<file path="config.mk">
export PLATFORM = sky130hd
export DESIGN_NAME = config_chain_loader_flat
export DESIGN_NICKNAME = d
export VERILOG_FILES = /design/src/rtl/config_chain_loader_if.sv /design/src/rtl/config_chain_loader.sv /design/src/flat_wrapper.sv
export SDC_FILE = /design/constraint.sdc
export NUM_CORES = 1
export LEC_CHECK = 0
export BUFFER_PORTS_ARGS = -buffer_cell sky130_fd_sc_hd__buf_2
export CORE_MARGIN = 10
export CORE_UTILIZATION = 30
export DETAILED_ROUTE_END_ITERATION = 8
export GPL_ROUTABILITY_DRIVEN = 0
export SKIP_LAST_GASP = 1
export SYNTH_ARGS = -nofsm -noshare
export SYNTH_HDL_FRONTEND = slang
export SYNTH_SLANG_ARGS = --single-unit
export TNS_END_PERCENT = 50
</file>
<file path="constraint.sdc">
create_clock -name clk -period 1.9 [get_ports clk]
set_clock_uncertainty 0.1 [all_clocks]
set_input_delay 0.57 -clock clk [delete_from_list [all_inputs] [get_ports clk]]
set_output_delay 0.57 -clock clk [all_outputs]
set_load 0.01 [all_outputs]
</file>
<file path="src/rtl/config_chain_loader_if.sv">
`default_nettype none
// ============================================================================
// Module   : config_chain_loader_if
// Brief    : Bitstream word handshake (data/valid/ready) into the chain loader.
// Revision : 1.0 - initial release
// ============================================================================
interface config_chain_loader_if #(
  parameter int WORD_WIDTH = 8
);
  logic [WORD_WIDTH-1:0] s_data;
  logic                  s_valid;
  logic                  s_ready;

  modport master (output s_data, output s_valid, input s_ready);
  modport slave  (input s_data, input s_valid, output s_ready);
endinterface
`default_nettype wire

</file>
<file path="src/rtl/config_chain_loader.sv">
`default_nettype none
// ============================================================================
// Module   : config_chain_loader
// Brief    : Serialises bitstream words LSB-first onto the configuration chain
//            head; optional CRC-8 check via CONFIG_CHAIN_LOADER_CRC_EN.
// Revision : 1.0 - initial release
// ============================================================================
module config_chain_loader #(
  parameter int WORD_WIDTH   = 8,
  parameter int CHAIN_LENGTH = 20,
  parameter int CNT_WIDTH    = $clog2(CHAIN_LENGTH + 1)
) (
  input  wire logic             clk,
  input  wire logic             reset,
  input  wire logic             start,
  config_chain_loader_if.slave  s_if,
  output logic                  chain_head,
  output logic                  chain_shift_en,
  output logic                  busy,
  output logic                  done,
  output logic                  error
);

  localparam int                 c_bcnt_w    = $clog2(WORD_WIDTH + 1);
  localparam logic [c_bcnt_w-1:0]  c_word_len  = c_bcnt_w'(WORD_WIDTH);
  localparam logic [c_bcnt_w-1:0]  c_bcnt_one  = c_bcnt_w'(1);
  localparam logic [CNT_WIDTH-1:0] c_chain_len = CNT_WIDTH'(CHAIN_LENGTH);
  localparam logic [CNT_WIDTH-1:0] c_total_one = CNT_WIDTH'(1);

  typedef enum logic [2:0] {
    ST_IDLE  = 3'd0,
    ST_LOAD  = 3'd1,
    ST_SHIFT = 3'd2,
`ifdef CONFIG_CHAIN_LOADER_CRC_EN
    ST_CHECK = 3'd3,
`endif
    ST_DONE  = 3'd4
  } state_t;

  state_t                r_state, w_state_nx;
  logic [WORD_WIDTH-1:0] r_shift, w_shift_nx;
  logic [c_bcnt_w-1:0]   r_bcnt, w_bcnt_nx, w_bcnt_inc;
  logic [CNT_WIDTH-1:0]  r_total, w_total_nx, w_total_inc;
  logic                  r_head, w_head_nx;
  logic                  r_shift_en, w_shift_en_nx;
  logic                  r_ready, w_ready_nx;
  logic                  r_busy, w_busy_nx;
  logic                  r_done, w_done_nx;

`ifdef CONFIG_CHAIN_LOADER_CRC_EN
  logic [7:0]            r_crc, w_crc_nx;
  logic                  r_error, w_error_nx;

  // MSB-first CRC-8, polynomial x^8 + x^2 + x + 1
  function automatic logic [7:0] crc8_step(input logic [7:0] crc, input logic bit_in);
    logic fb;
    fb        = crc[7] ^ bit_in;
    crc8_step = {crc[6:0], 1'b0} ^ (fb ? 8'h07 : 8'h00);
  endfunction
`endif

  always_ff @(posedge clk or negedge reset) begin
    if (!reset) r_state <= ST_IDLE;
    else        r_state <= w_state_nx;
  end

  always_comb begin
    w_state_nx    = r_state;
    w_shift_nx    = r_shift;
    w_bcnt_nx     = r_bcnt;
    w_total_nx    = r_total;
    w_head_nx     = 1'b0;
    w_shift_en_nx = 1'b0;
    w_ready_nx    = 1'b0;
    w_busy_nx     = r_busy;
    w_done_nx     = r_done;
    w_bcnt_inc    = r_bcnt + c_bcnt_one;
    w_total_inc   = r_total + c_total_one;
`ifdef CONFIG_CHAIN_LOADER_CRC_EN
    w_crc_nx      = r_crc;
    w_error_nx    = r_error;
`endif
    case (r_state)
      ST_IDLE, ST_DONE: begin
        if (start) begin
          w_state_nx = ST_LOAD;
          w_total_nx = '0;
          w_bcnt_nx  = '0;
          w_ready_nx = 1'b1;
          w_busy_nx  = 1'b1;
          w_done_nx  = 1'b0;
`ifdef CONFIG_CHAIN_LOADER_CRC_EN
          w_crc_nx   = 8'h00;
          w_error_nx = 1'b0;
`endif
        end
      end
      ST_LOAD: begin
        if (s_if.s_valid) begin
          // Bit 0 goes straight to the head flop; the rest queue in r_shift
          w_state_nx    = ST_SHIFT;
          w_head_nx     = s_if.s_data[0];
          w_shift_nx    = s_if.s_data >> 1;
          w_shift_en_nx = 1'b1;
          w_bcnt_nx     = '0;
        end else begin
          w_ready_nx = 1'b1;
        end
      end
      ST_SHIFT: begin
        w_bcnt_nx  = w_bcnt_inc;
        w_total_nx = w_total_inc;
`ifdef CONFIG_CHAIN_LOADER_CRC_EN
        w_crc_nx   = crc8_step(r_crc, r_head);
`endif
        if (w_total_inc == c_chain_len) begin
`ifdef CONFIG_CHAIN_LOADER_CRC_EN
          w_state_nx = ST_CHECK;
          w_ready_nx = 1'b1;
`else
          w_state_nx = ST_DONE;
          w_busy_nx  = 1'b0;
          w_done_nx  = 1'b1;
`endif
        end else if (w_bcnt_inc == c_word_len) begin
          w_state_nx = ST_LOAD;
          w_ready_nx = 1'b1;
        end else begin
          w_head_nx     = r_shift[0];
          w_shift_nx    = r_shift >> 1;
          w_shift_en_nx = 1'b1;
        end
      end
`ifdef CONFIG_CHAIN_LOADER_CRC_EN
      ST_CHECK: begin
        if (s_if.s_valid) begin
          w_error_nx = (s_if.s_data[7:0] != r_crc);
          w_state_nx = ST_DONE;
          w_busy_nx  = 1'b0;
          w_done_nx  = 1'b1;
        end else begin
          w_ready_nx = 1'b1;
        end
      end
`endif
      default: w_state_nx = ST_IDLE;
    endcase
  end

  always_ff @(posedge clk or negedge reset) begin
    if (!reset) begin
      r_shift    <= '0;
      r_bcnt     <= '0;
      r_total    <= '0;
      r_head     <= 1'b0;
      r_shift_en <= 1'b0;
      r_ready    <= 1'b0;
      r_busy     <= 1'b0;
      r_done     <= 1'b0;
`ifdef CONFIG_CHAIN_LOADER_CRC_EN
      r_crc      <= 8'h00;
      r_error    <= 1'b0;
`endif
    end else begin
      r_shift    <= w_shift_nx;
      r_bcnt     <= w_bcnt_nx;
      r_total    <= w_total_nx;
      r_head     <= w_head_nx;
      r_shift_en <= w_shift_en_nx;
      r_ready    <= w_ready_nx;
      r_busy     <= w_busy_nx;
      r_done     <= w_done_nx;
`ifdef CONFIG_CHAIN_LOADER_CRC_EN
      r_crc      <= w_crc_nx;
      r_error    <= w_error_nx;
`endif
    end
  end

  assign s_if.s_ready   = r_ready;
  assign chain_head     = r_head;
  assign chain_shift_en = r_shift_en;
  assign busy           = r_busy;
  assign done           = r_done;
`ifdef CONFIG_CHAIN_LOADER_CRC_EN
  assign error          = r_error;
`else
  assign error          = 1'b0;
`endif

endmodule
`default_nettype wire

</file>
<file path="src/flat_wrapper.sv">
// flat-port wrapper written by rule: the top's interface ports become plain ports
module config_chain_loader_flat 
#(
  parameter int WORD_WIDTH   = 8,
  parameter int CHAIN_LENGTH = 20,
  parameter int CNT_WIDTH    = $clog2(CHAIN_LENGTH + 1)
)
  (clk, reset, start, chain_head, chain_shift_en, busy, done, error, s_if_s_data, s_if_s_valid, s_if_s_ready);
  config_chain_loader_if #(.WORD_WIDTH(WORD_WIDTH)) s_if_i ();
  input  wire logic clk;
  input  wire logic reset;
  input  wire logic start;
  output logic chain_head;
  output logic chain_shift_en;
  output logic busy;
  output logic done;
  output logic error;
  input wire logic [$bits(s_if_i.s_data)-1:0] s_if_s_data;
  input wire logic [$bits(s_if_i.s_valid)-1:0] s_if_s_valid;
  output wire logic [$bits(s_if_i.s_ready)-1:0] s_if_s_ready;
  assign s_if_i.s_data = s_if_s_data;
  assign s_if_i.s_valid = s_if_s_valid;
  assign s_if_s_ready = s_if_i.s_ready;
  config_chain_loader #(.WORD_WIDTH(WORD_WIDTH), .CHAIN_LENGTH(CHAIN_LENGTH), .CNT_WIDTH(CNT_WIDTH)) u_core (.clk(clk), .reset(reset), .start(start), .s_if(s_if_i), .chain_head(chain_head), .chain_shift_en(chain_shift_en), .busy(busy), .done(done), .error(error));
endmodule
</file>
---- Word-level counts from Yosys, hierarchy flattened ----
Cells that the tools add are included.
Widths: inputs -> output; s select.
operators by class
  add/sub/neg operators ................... 2
  reduce and logical (&&, ||, !) cells .... 10
  equal/unequal tests ..................... 11
  multiplexer cells ....................... 33
operator list
  cell                 number
  $mux 8               3
  $pmux 8 s2           1
  $mux 1               14
  $mux 3               4
  $pmux 4 s3           1
  $pmux 5 s2           1
  $pmux 3 s3           1
  $reduce_and 3->1     3
  $mux 4               2
  $ne 2x2->1 const B   4
  $pmux 1 s2           4
  $add 5x1->5 const B  1
  $eq 5x5->1 const B   1
  $mux 5               1
  $add 4x1->4 const B  1
  $eq 4x4->1 const B   1
  $reduce_and 4->1     1
  $reduce_bool 2->1    2
  $eq 3x1->1 const B   1
  $eq 3x2->1 const B   1
  $eq 3x3->1 const B   1
  $logic_not 3->1      1
  $ne 3x1->1 const B   1
  $pmux 1 s3           1
  other kinds (4)      4
word-level totals
  logic and storage cells ................. 65
  output and inout port bits .............. 6
  flip-flop bits (word level) ............. 25
  input bits .............................. 12

---- Longest topological paths before layout ----
Gate-level depths: netlist (run 1).
  word-level depth ........................ 5
  mapped depth ............................ 6
  depth with buffers taken out ............ 5

---- Worst setup path after synthesis (run 1) ----
Ideal clock, no wire load.
  path kind ............................... reg2reg
  from .................................... register u_core.r_total[0]
  to ...................................... register u_core.r_shift[0]
  path slack .............................. 0.092 ns
  data arrival time ....................... 1.583 ns
  stages on the path, launching flop included .. 6
  data required time ...................... 1.675 ns
  period minus slack after synthesis ...... 1.808 ns
  path through ............................ dfrtp_1 > ha_1 > and4bb_2 > nor2_4 > o22ai_2 > mux2_2
between the ends
  cells in the longest elaborated chain, start to end .. 4
ends and longest elaborated chain
  what                        line                        RTL
  start, declared             config_chain_loader.sv:43   logic [CNT_WIDTH-1:0] r_total, w_total_nx, w_total_inc;
  start signal, assigned      config_chain_loader.sv:167  r_total <= w_total_nx;
  $add 5x1->5                 config_chain_loader.sv:78   w_total_inc = r_total + c_total_one;
  $eq 5x5->1                  config_chain_loader.sv:116  if (w_total_inc == c_chain_len) begin
  $ne 2x2->1 (no line)        -
  $reduce_and 4->1 (no line)  -
  end signal, assigned        config_chain_loader.sv:165  r_shift <= w_shift_nx;
  end, declared               config_chain_loader.sv:41   logic [WORD_WIDTH-1:0] r_shift, w_shift_nx;
No other way between the ends.
A chain may end at the register's enable or synchronous reset.

---- Worst setup path after layout (run 1) ----
  from .................................... register u_core.r_total[1]
  to ...................................... register u_core.r_shift[4]
Same word-level chain as after synthesis.

==> results of run 1 <==
-- worst max-delay path, stage by stage, from the launching register on --
cell and delay, ns:
sky130_fd_sc_hd__dfrtp_1 0.43, sky130_fd_sc_hd__ha_4 0.17, sky130_fd_sc_hd__and4bb_2 0.29, sky130_fd_sc_hd__nor2_4 0.06, sky130_fd_sc_hd__o22ai_2 0.15, sky130_fd_sc_hd__buf_4 0.17, sky130_fd_sc_hd__mux2_2 0.34
-- cell usage in the layout (no fill, tap or decap), types with 2 or more instances in the layout --
cell	synthesis	final
sky130_fd_sc_hd__buf_4	3	10
sky130_fd_sc_hd__nor3_1	2	2
sky130_fd_sc_hd__nand3_1	2	2
sky130_fd_sc_hd__clkbuf_8	0	3
sky130_fd_sc_hd__nand2_1	24	24
sky130_fd_sc_hd__dfrtp_1	24	23
sky130_fd_sc_hd__a21oi_1	3	3
sky130_fd_sc_hd__xor2_1	2	2
sky130_fd_sc_hd__nand2b_1	2	2
sky130_fd_sc_hd__inv_1	4	4
sky130_fd_sc_hd__a22o_1	5	5
sky130_fd_sc_hd__nor2_1	7	7
sky130_fd_sc_hd__mux2i_1	2	2
sky130_fd_sc_hd__mux2_2	7	7
sky130_fd_sc_hd__o2bb2ai_1	2	2
sky130_fd_sc_hd__o21ai_0	4	4
sky130_fd_sc_hd__buf_2	1	16
-- cell families after synthesis --
kind of cell,Yosys count,share of synthesized area
muxes,9,0.0829
and+or+nand+nor,47,0.214
other,1,0.00314
DFF,24,0.504
xor gates and xnor gates,3,0.0220
AOI/OAI and AO/OA,19,0.114
buffers and inverters,9,0.0388
adders and majority gates,2,0.0210
-- worst paths after layout --
kind                              startpoint                end  slack, ns  cells after the start
max                        u_core.r_total[1]  u_core.r_shift[4]       0.09                      6
min in group clk           u_core.r_total[4]  u_core.r_total[4]       0.38                      1
max in group asynchronous              reset  u_core.r_total[0]       1.12                      1
max reg2reg                u_core.r_total[1]  u_core.r_shift[4]       0.09                      6
min                                    reset        u_core.busy       0.19                      1
min reg2reg                u_core.r_total[4]  u_core.r_total[4]       0.38                      1
-- cell type report --
class,count,share of cell area
sequential,24,0.420
inverter,4,0.0105
multi-input combinational,81,0.390
clock buffer,3,0.0288
tap,48,0.0420
timing repair buffer,26,0.108
-- power groups by stage --
stage          Clock (uW)  Sequential (uW)  Combinational, uW
3_5_place_dp            0              820                787
5_1_grt               329              850                884
2_1_floorplan           0              771                567
4_1_cts               307              809                790
6_report              298              821                786
3_3_place_gp            0              807                759
-- flip-flops by register name (all words and copies together), names as in the netlist --
signal	flops
u_core.busy	1
u_core.chain_head	1
u_core.chain_shift_en	1
u_core.done	1
u_core.r_bcnt	4
u_core.r_shift	7
u_core.r_state	3
u_core.r_total	5
u_core.s_if.s_ready	1
-- layer usage --
layer | up-vias | wire length (um)
met5 | - | 0
met4 | 0 | 10
met3 | 2 | 114
met2 | 18 | 1100
met1 | 405 | 1230
li1 | 438 | -
-- through the flow --
step	hold WS [ns]	instances	setup WS, ns	utilization	TNS, ns
5_1_grt	0.221	186	0.00141	0.382	0
2_1_floorplan	0.174	114	0.0924	-	0
3_3_place_gp	0.361	183	0.00756	0.368	0
3_5_place_dp	0.364	183	-0.00220	0.368	-0.00220
4_1_cts	0.205	186	0.0321	0.379	0
6_report	0.187	186	0.0897	0.382	0
==> summary.md, run 1 <==
| Metric | Value |
|---|---|
| Sequential cell area fraction in the yosys report | 0.504 |
| Sum of overflow across all layers after global routing | 0 |
| Setup crit end kind | flip-flop |
| FP Rows | 22 |
| Pin count of the biggest net entering global routing | 25 |
| Final hold violation count | 0 |
| Prevailing post-synth register cell | sky130_fd_sc_hd__dfrtp_1 |
| Clk slew on worst S/H paths | 0.08 ns |
| Internal power contribution | 1250 uW |
| Total core area | 3740 um2 |
| Number of global-route vias before repair | 883 |
| DRC errors left | 0 |
| Most Used Layer, Global Route | met2 |
| Global-route wire length before repair | 4180 um |
| Number of register bits inferred by synthesis | 24 |
| Clock network fraction of total power | 0.156 |
| Share of the clock period used by the worst path | 0.953 |
| Classification of the worst-slack hold path | input port to asynchronous set/reset pin |
| 1st-pass router iterations | 4 |
| Cell area reported after detailed placement | 1380 um2 |
| Multi-input combinational cell area | 558 um2 |
| Wire length per cell | 13.2 um |
| Commonest cells post-synth | 24 x sky130_fd_sc_hd__dfrtp_1, 24 x sky130_fd_sc_hd__nand2_1, 7 x sky130_fd_sc_hd__mux2_2, 7 x sky130_fd_sc_hd__nor2_1, 5 x sky130_fd_sc_hd__a22o_1 |
| Kind of critical path | flip-flop to flip-flop |
| Initial core utilization | 0.319 |
| Switch Pwr | 659 uW |
| Number of top-level pins | 18 |
| CTS root buffer | sky130_fd_sc_hd__clkbuf_8 |
| Synth top area share | 0.504 |
| Clock Sink Count | 24 |
| GRT Total Usage | 0.0708 |
| Post-DP HPWL | 1860 um |
| Global routing usage on met3 | 0.0283 |
| Sequential fraction of design power | 0.431 |
| Synthesized instance count | 114 |
| Setup repair after global routing missed its margin | no |
| Worst ir drop on vdd | 0.000467 V |
| Number of nets produced by synthesis | 128 |
| Max-slew violation count | 0 |
| Fraction of final layout cells sized beyond drive strength 1 | 0.319 |
| Number of gates given a new drive strength after cts | 0 |
| CTS Buf Count | 3 |
| Ant diodes | 0 |
| Highest achievable clock rate | 0.552 GHz |
| Count of yosys warnings during synthesis | 0 |
| Post-CTS setup buffers | 0 |
| Number of maximum-capacitance constraint violations | 0 |
| Crit path launch type | flip-flop |
| Crit Path Max Fanout | 7 |
| Synth area leaders | sky130_fd_sc_hd__dfrtp_1 50%, sky130_fd_sc_hd__nand2_1 7.6%, sky130_fd_sc_hd__mux2_2 6.6%, sky130_fd_sc_hd__a22o_1 3.7%, sky130_fd_sc_hd__nor2_1 2.2% |
| Avg Cell Area, Syn | 10.5 um2 |
| CTS H-tree lvls | 1 |
| Post-detailed-routing wire length | 2450 um |
| Post-synthesis cell type count | 35 |
| Die Y-Extent | 83.0 um |
| Min Clock Period, post-route | 1.81 ns |
| Sw Ratio | 0.346 |
| Number of DRC markers after the initial detailed-route iteration | 18 |
| Horizontal extent of the die | 83.0 um |
| Required time worst endpoint | 1.95 ns |
| Full die area | 6900 um2 |
| Library cell with the largest summed area after synthesis | sky130_fd_sc_hd__dfrtp_1 |
| Maximum clock path buffer count | 2 |
| Max_slew headroom | 0.633 |
| Hold-fix buffer count after cts | 0 |
| Comb pwr share | 0.413 |
| Final setup violation count | 0 |
| Post-route total power | 1910 uW |
| Clock insertion delay at the later pin of the skew report | 0.27 ns |
| Sequential cell area | 602 um2 |
| Global routing met2 resource utilization | 0.105 |
| Layout-stage area growth over the synthesis result | 20.0% |
| Total number of vias | 863 |
| Status | finished clean |
| Via/cell ratio | 4.64 |
| Transition at the pin with the smallest max-transition slack | 0.551 ns |
| Final Net Count | 154 |
| Total standard cell area after synthesis | 1190 um2 |
| Post-layout instance area | 1430 um2 |
| Number of synthesized flops with an enable pin | 0 |
| Count of input and output buffers | 16 |
| Ratio of total power to cell area | 1330 nW/um2 |
| # fillers | 402 |
| Clock tree from TritonCTS | built |
| Static Leak | 0.000679 uW |
| Antenna violations before repair | 0 |
| CP Data Arrival Time | 1.86 ns |
| Antenna-violating nets left | 0 |
| Fraction of registers with async set or reset after synthesis | 1.00 |
| Met1 demand-to-capacity share in global routing | 0.0936 |
Note: power is estimated with default switching activity, not from simulation.
==> run 2: changes to the inputs <==
- CELL_PAD_IN_SITES_DETAIL_PLACEMENT: not set -> 1
- CELL_PAD_IN_SITES_GLOBAL_PLACEMENT: not set -> 1
- CORE_UTILIZATION: 30 -> 38
- PLACE_DENSITY_LB_ADDON: not set -> 0.1
==> run 2 against run 1 <==
  * Utilization grew 10 points
  * First-iteration DRC count decreased by 5.6%
  * Design area increased by 2.9%
  * Sequential cell count stayed put
  * Critical path depth is the same
  * Global-route usage up 2.2 points
  * Sequential power down 4.4%
  * Worst setup slack improved by 0.0034 ns
  * Critical path type unchanged
==> summary.md, run 2 (same netlist as run 1, synthesis figures left out) <==
| Metric | Value |
|---|---|
| Post-detailed-routing wire length | 2590 um (+5.7%) |
| Number of maximum-capacitance constraint violations | 0 (unchanged) |
| Wire length per cell | 13.7 um (+4.0%) |
| Sequential fraction of design power | 0.386 (-0.045) |
| Worst path slowest cell | sky130_fd_sc_hd__dfrtp_1 |
| Pin count of the biggest net entering global routing | 25 (unchanged) |
| GRT Total Usage | 0.0933 (+0.0225) |
| Static Leak | 0.000721 uW (+6.2%) |
| Antenna violations before repair | 0 (unchanged) |
| Hold-fix buffer count after cts | 0 (unchanged) |
| Crit Path Max Fanout | 8 (+1) |
| Final setup violation count | 0 (unchanged) |
| Share of the clock period used by the worst path | 0.951 (-0.00179) |
| Cell area reported after detailed placement | 1390 um2 (+0.73%) |
| Sum of overflow across all layers after global routing | 0 (unchanged) |
| Number of global-route vias before repair | 988 (+12%) |
| Classification of the worst-slack hold path | input port to asynchronous set/reset pin |
| Core Util, Final | 0.486 (+0.104) |
| Internal power contribution | 1360 uW (+9.1%) |
| Antenna-violating nets left | 0 (unchanged) |
| Setup TNS after final layout | 0 ns (unchanged) |
| 1st-pass router iterations | 4 (unchanged) |
| Worst reg2reg setup slack | 0.09 ns (about the same) |
| Comb pwr share | 0.429 (+0.016) |
| Highest achievable clock rate | 0.553 GHz (+0.19%) |
| CTS Buf Count | 3 (unchanged) |
| Regs by FF count | u_core.r_shift (7), u_core.r_total (5), u_core.r_bcnt (4) |
| Post-route total power | 2030 uW (+6.7%) |
| Number of top-level pins | 18 (unchanged) |
| Clk slew on worst S/H paths | 0.14 ns (+0.06 ns) |
| Total core area | 3030 um2 (-19%) |
| Status | finished clean |
| Number of DRC markers after the initial detailed-route iteration | 17 (-1) |
| Switch Pwr | 673 uW (+2.1%) |
| Via/cell ratio | 4.84 (+4.2%) |
| Total number of vias | 914 (+5.9%) |
| Number of flip-flops under the largest register name | 7 (unchanged) |
| Ratio of total power to cell area | 1380 nW/um2 (+3.7%) |
| CTS root buffer | sky130_fd_sc_hd__clkbuf_4 |
| Global-route wire length before repair | 4660 um (+12%) |
| Post-layout instance area | 1470 um2 (+2.9%) |
| Clock tree from TritonCTS | built |
| Required time worst endpoint | 2.02 ns (+0.07 ns) |
| Delay of the slowest cell on the worst path | 0.43 ns (about the same) |
| Setup crit end kind | flip-flop |
| Die Y-Extent | 76.0 um (-8.5%) |
| CP Data Arrival Time | 1.93 ns (+0.07 ns) |
| Horizontal extent of the die | 76.0 um (-8.5%) |
| Clock network fraction of total power | 0.184 (+0.028) |
| Maximum clock path buffer count | 2 (unchanged) |
| Transition at the pin with the smallest max-transition slack | 0.553 ns (+0.00188 ns) |
| Commonest cells after routing, fill and taps aside | 24 x sky130_fd_sc_hd__nand2_1, 24 x sky130_fd_sc_hd__dfrtp_1, 16 x sky130_fd_sc_hd__buf_2 |
| FP Rows | 20 (-9.1%) |
| Min Clock Period, post-route | 1.81 ns (-0.00340 ns) |
| Crit path launch type | flip-flop |
| Initial core utilization | 0.394 (+0.0753) |
| DRC errors left | 0 (unchanged) |
| Clock Sink Count | 24 (unchanged) |
| Ant diodes | 0 (unchanged) |
| Count of buffering cells on the critical path with inverters included | 1 (unchanged) |
| Min Hold Slack | 0.120 ns (-0.0676 ns) |
| Worst ir drop on vdd | 0.000626 V (+34%) |
| CTS H-tree lvls | 1 (unchanged) |
| Critical-path cell list | ha_1, nand2_1, or2_1, o22ai_2, buf_6, mux2_2 |
| Sw Ratio | 0.331 (-0.0147) |
| Kind of critical path | flip-flop to flip-flop |
| Most flop-heavy register | u_core.r_shift |
| Crit-path leading delay family | flip-flops |
| Fraction of final layout cells sized beyond drive strength 1 | 0.338 (+0.0191) |
| Final Net Count | 160 (+3.9%) |
| Max_slew headroom | 0.631 (-0.00126) |
| Post-DP HPWL | 1880 um (+1.3%) |
| Full die area | 5780 um2 (-16%) |
| Count of input and output buffers | 16 (unchanged) |
| Final hold violation count | 0 (unchanged) |
| Max-slew violation count | 0 (unchanged) |
| Clock insertion delay at the later pin of the skew report | 0.32 ns (+0.05 ns) |
| Layout-stage area growth over the synthesis result | 23.5% |
run 2: worst paths after layout:
| path | startpoint | end | cells after the start |
|---|---|---|---|
| min | reset | u_core.r_shift[5] | 1 |
| max | u_core.r_bcnt[0] | u_core.r_shift[1] | 6 |
| max reg2reg | u_core.r_bcnt[0] | u_core.r_shift[1] | 6 |
| max in group asynchronous | reset | u_core.r_state[0] | 1 |
| min reg2reg | u_core.r_total[4] | u_core.r_total[4] | 1 |
| min in group clk | s_if_s_data[0] | u_core.chain_head | 2 |
run 2: layer usage:
layer  track usage  wire length (um)
met1         0.115              1220
met2         0.157              1290
met3        0.0224                77
met4        0.0227                12
met5             0                 0
run 2: layout make-up:
| cell class | instances | area (um2) |
|---|---|---|
| Fill cell | 349 | 1560 |
| Sequential cell | 24 | 601 |
| Multi-Input combinational cell | 81 | 546 |
| Timing Repair Buffer | 32 | 204 |
| Tap cell | 44 | 55.1 |
| Clock inverter | 1 | 30.0 |
| Clock buffer | 3 | 22.5 |
| Inverter | 4 | 15.0 |
run 2: what timing repair did:
action | CTS | global route
setup endpoints to repair | 0 | 6
buffers inserted | 0 | 4
resized for setup | 0 | 1
hold endpoints to repair | 0 | 0
run 2: power by group through the flow:
stage / registers [uW] / logic (uW) / clock network [uW]
after global routing: 810 / 988 / 416
final: 785 / 872 / 375
after detailed placement: 801 / 812 / 0
after global placement: 796 / 793 / 0
after floorplan: 771 / 567 / 0
after CTS: 791 / 816 / 396
run 2: metrics by stage:
step	std cells	setup WS [ns]
floorplan	114	0.0924
global placement	181	-0.00411
detailed placement	181	-0.0204
CTS	185	0.0700
global route	189	-0.0168
finish	189	0.0931
==> run 3: changes to the inputs <==
- CORE_UTILIZATION: 38 -> 46
- SKIP_LAST_GASP: 1 -> not set
- clock period: 1.9 -> 2.1 ns (I/O delays scaled with it)
==> run 3 against run 2 <==
  * Combinational power decreased by 24%
  * Wire length down 3.5%
  * Utilization grew 6.3 points
==> summary.md, run 3 (same netlist as run 1, synthesis figures left out) <==
| Metric | Value |
|---|---|
| Sequential cell area | 601 um2 (unchanged) |
| Pin count of the biggest net entering global routing | 25 (unchanged) |
| Final hold violation count | 0 (unchanged) |
| Max_slew headroom | 0.649 (+0.0174) |
| Highest Signal Layer | met4 |
| Commonest cells after routing, fill and taps aside | 24 x sky130_fd_sc_hd__nand2_1, 24 x sky130_fd_sc_hd__dfrtp_1, 16 x sky130_fd_sc_hd__buf_2 |
| Clock insertion delay at the later pin of the skew report | 0.31 ns (about the same) |
| Setup crit end kind | flip-flop |
| Number of DRC markers after the initial detailed-route iteration | 43 (+26) |
| Status | finished clean |
| Min Clock Period, post-route | 1.96 ns (+0.149 ns) |
| Number of top-level pins | 18 (unchanged) |
| Total number of vias | 878 (-3.9%) |
| Initial core utilization | 0.481 (+0.0875) |
| Count of buffering cells on the critical path with inverters included | 1 (unchanged) |
| Source of the worst register-to-register timing path | u_core.r_total[0] |
| Multi-input combinational cell area | 546 um2 (unchanged) |
| Clk slew on worst S/H paths | 0.14 ns (about the same) |
| Share of the clock period used by the worst path | 0.932 (-0.0194) |
| Antenna-violating nets left | 0 (unchanged) |
| Maximum clock path buffer count | 2 (unchanged) |
| CP Data Arrival Time | 2.07 ns (+0.14 ns) |
| Number of global-route vias before repair | 1015 (+2.7%) |
| Critical-path cell list | ha_1, and4bb_2, nor2_4, o22ai_2, buf_4, mux2_2 |
| Post-route total power | 1730 uW (-15%) |
| CTS Buf Count | 3 (unchanged) |
| Full die area | 5030 um2 (-13%) |
| Clock Sink Count | 24 (unchanged) |
| Reg2Reg Capture Point | u_core.r_shift[1] |
| Required time worst endpoint | 2.21 ns (+0.19 ns) |
| Crit-path leading delay family | simple AND/OR/NAND/NOR gates |
| Post-DP HPWL | 1930 um (+2.5%) |
| Ant diodes | 0 (unchanged) |
| Global-route wire length before repair | 4470 um (-4.1%) |
| Cell depth of the worst flop-to-flop path | 6 (unchanged) |
| Final setup margin | 0.144 ns (+0.0506 ns) |
| Max-slew violation count | 0 (unchanged) |
| Classification of the worst-slack hold path | input port to asynchronous set/reset pin |
| Routed length on met2 | 1240 um (-3.6%) |
| Number of maximum-capacitance constraint violations | 0 (unchanged) |
| Routed metal-1 wire length | 1120 um (-8.4%) |
| Highest achievable clock rate | 0.511 GHz (-7.6%) |
| Static Leak | 0.000657 uW (-8.8%) |
| Post-detailed-routing wire length | 2500 um (-3.5%) |
| Launching element of the worst setup path | u_core.r_total[0] |
| Transition at the pin with the smallest max-transition slack | 0.527 ns (-0.0261 ns) |
| Clock tree from TritonCTS | built |
| Post-CTS setup buffers | 0 (unchanged) |
| Regs by FF count | u_core.r_shift (7), u_core.r_total (5), u_core.r_bcnt (4) |
| FP Rows | 18 (-10%) |
| Crit path launch type | flip-flop |
| Sum of overflow across all layers after global routing | 0 (unchanged) |
| Layout-stage area growth over the synthesis result | 14.2% |
| DRC errors left | 0 (unchanged) |
| Final setup violation count | 0 (unchanged) |
| CTS root buffer | sky130_fd_sc_hd__clkbuf_4 |
| Number of gates given a new drive strength after cts | 0 (unchanged) |
| Via/cell ratio | 5.39 (+11%) |
| Crit Path Max Fanout | 8 (unchanged) |
| Setup repair after global routing missed its margin | no |
| # fillers | 304 (-13%) |
| Horizontal extent of the die | 70.9 um (-6.7%) |
| Die Y-Extent | 70.9 um (-6.7%) |
| Fraction of final layout cells sized beyond drive strength 1 | 0.278 (-0.0597) |
| Number of flip-flops under the largest register name | 7 (unchanged) |
| Kind of critical path | flip-flop to flip-flop |
| Ratio of total power to cell area | 1270 nW/um2 (-7.8%) |
| Count of input and output buffers | 16 (unchanged) |
| Worst path slowest cell | sky130_fd_sc_hd__dfrtp_1 |
| Total core area | 2480 um2 (-18%) |
| Hold-fix buffer count after cts | 0 (unchanged) |
| Setup TNS after final layout | 0 ns (unchanged) |
| 1st-pass router iterations | 4 (unchanged) |
| Final Net Count | 148 (-7.5%) |
| CTS H-tree lvls | 1 (unchanged) |
| GRT Total Usage | 0.104 (+0.0109) |
| Delay of the slowest cell on the worst path | 0.41 ns (-0.02 ns) |
| Worst reg2reg setup slack | 0.14 ns (+0.05 ns) |
| Worst ir drop on vdd | 0.000640 V (+2.3%) |
| Setup WS pre-CTS | 0.0603 ns (+0.0806 ns) |
| Antenna violations before repair | 0 (unchanged) |
| Most flop-heavy register | u_core.r_shift |
| Wire length per cell | 15.4 um (+12%) |
| Length of routed met3 wiring | 135 um (+75%) |
-- run 3: changes by cell type in the layout (fill, tap and decap cells not counted), sizes merged --
cell and delta:
buf -12
-- run 3: per-layer routing --
layer | GRT usage | vias to the layer above
li1 | - | 427
met1 | 0.118 | 438
met2 | 0.183 | 11
met3 | 0.0293 | 2
met4 | 0.0344 | 0
met5 | 0 | -
-- run 3: area by class of cell --
class | count | share of cell area
Clock buffer | 3 | 0.0165
Clock inverter | 1 | 0.0221
Inverter | 4 | 0.0110
Multi-Input combinational cell | 81 | 0.401
Sequential cell | 24 | 0.441
Tap cell | 30 | 0.0276
Timing Repair Buffer | 20 | 0.0809
-- run 3: how the worst max path moves through the flow --
stage / end / slack, ns / depth (start not counted)
after detailed placement: u_core.r_shift[1] / 0.06 / 6
after floorplan: u_core.r_shift[0] / 0.24 / 4
after CTS: u_core.r_shift[1] / 0.14 / 6
after global placement: u_core.r_shift[4] / 0.12 / 6
final: u_core.r_shift[1] / 0.14 / 6
after global routing: u_core.r_shift[1] / 0.05 / 6
-- run 3: through the flow --
stage	hold slack (ns)	area, um2	utilization	cells
2_1_floorplan	0.234	1190	-	114
3_3_place_gp	0.357	1310	0.528	159
3_5_place_dp	0.364	1310	0.528	159
4_1_cts	0.189	1360	0.549	163
5_1_grt	0.194	1360	0.549	163
6_report	0.175	1360	0.549	163
-- run 3: report_power, final --
part	internal, uW	switching [uW]	leakage [uW]
Combinational	330	330	0.000322
Sequential	612	125	0.000308
Clock	193	141	0.0000279
Total	1130	596	0.000657
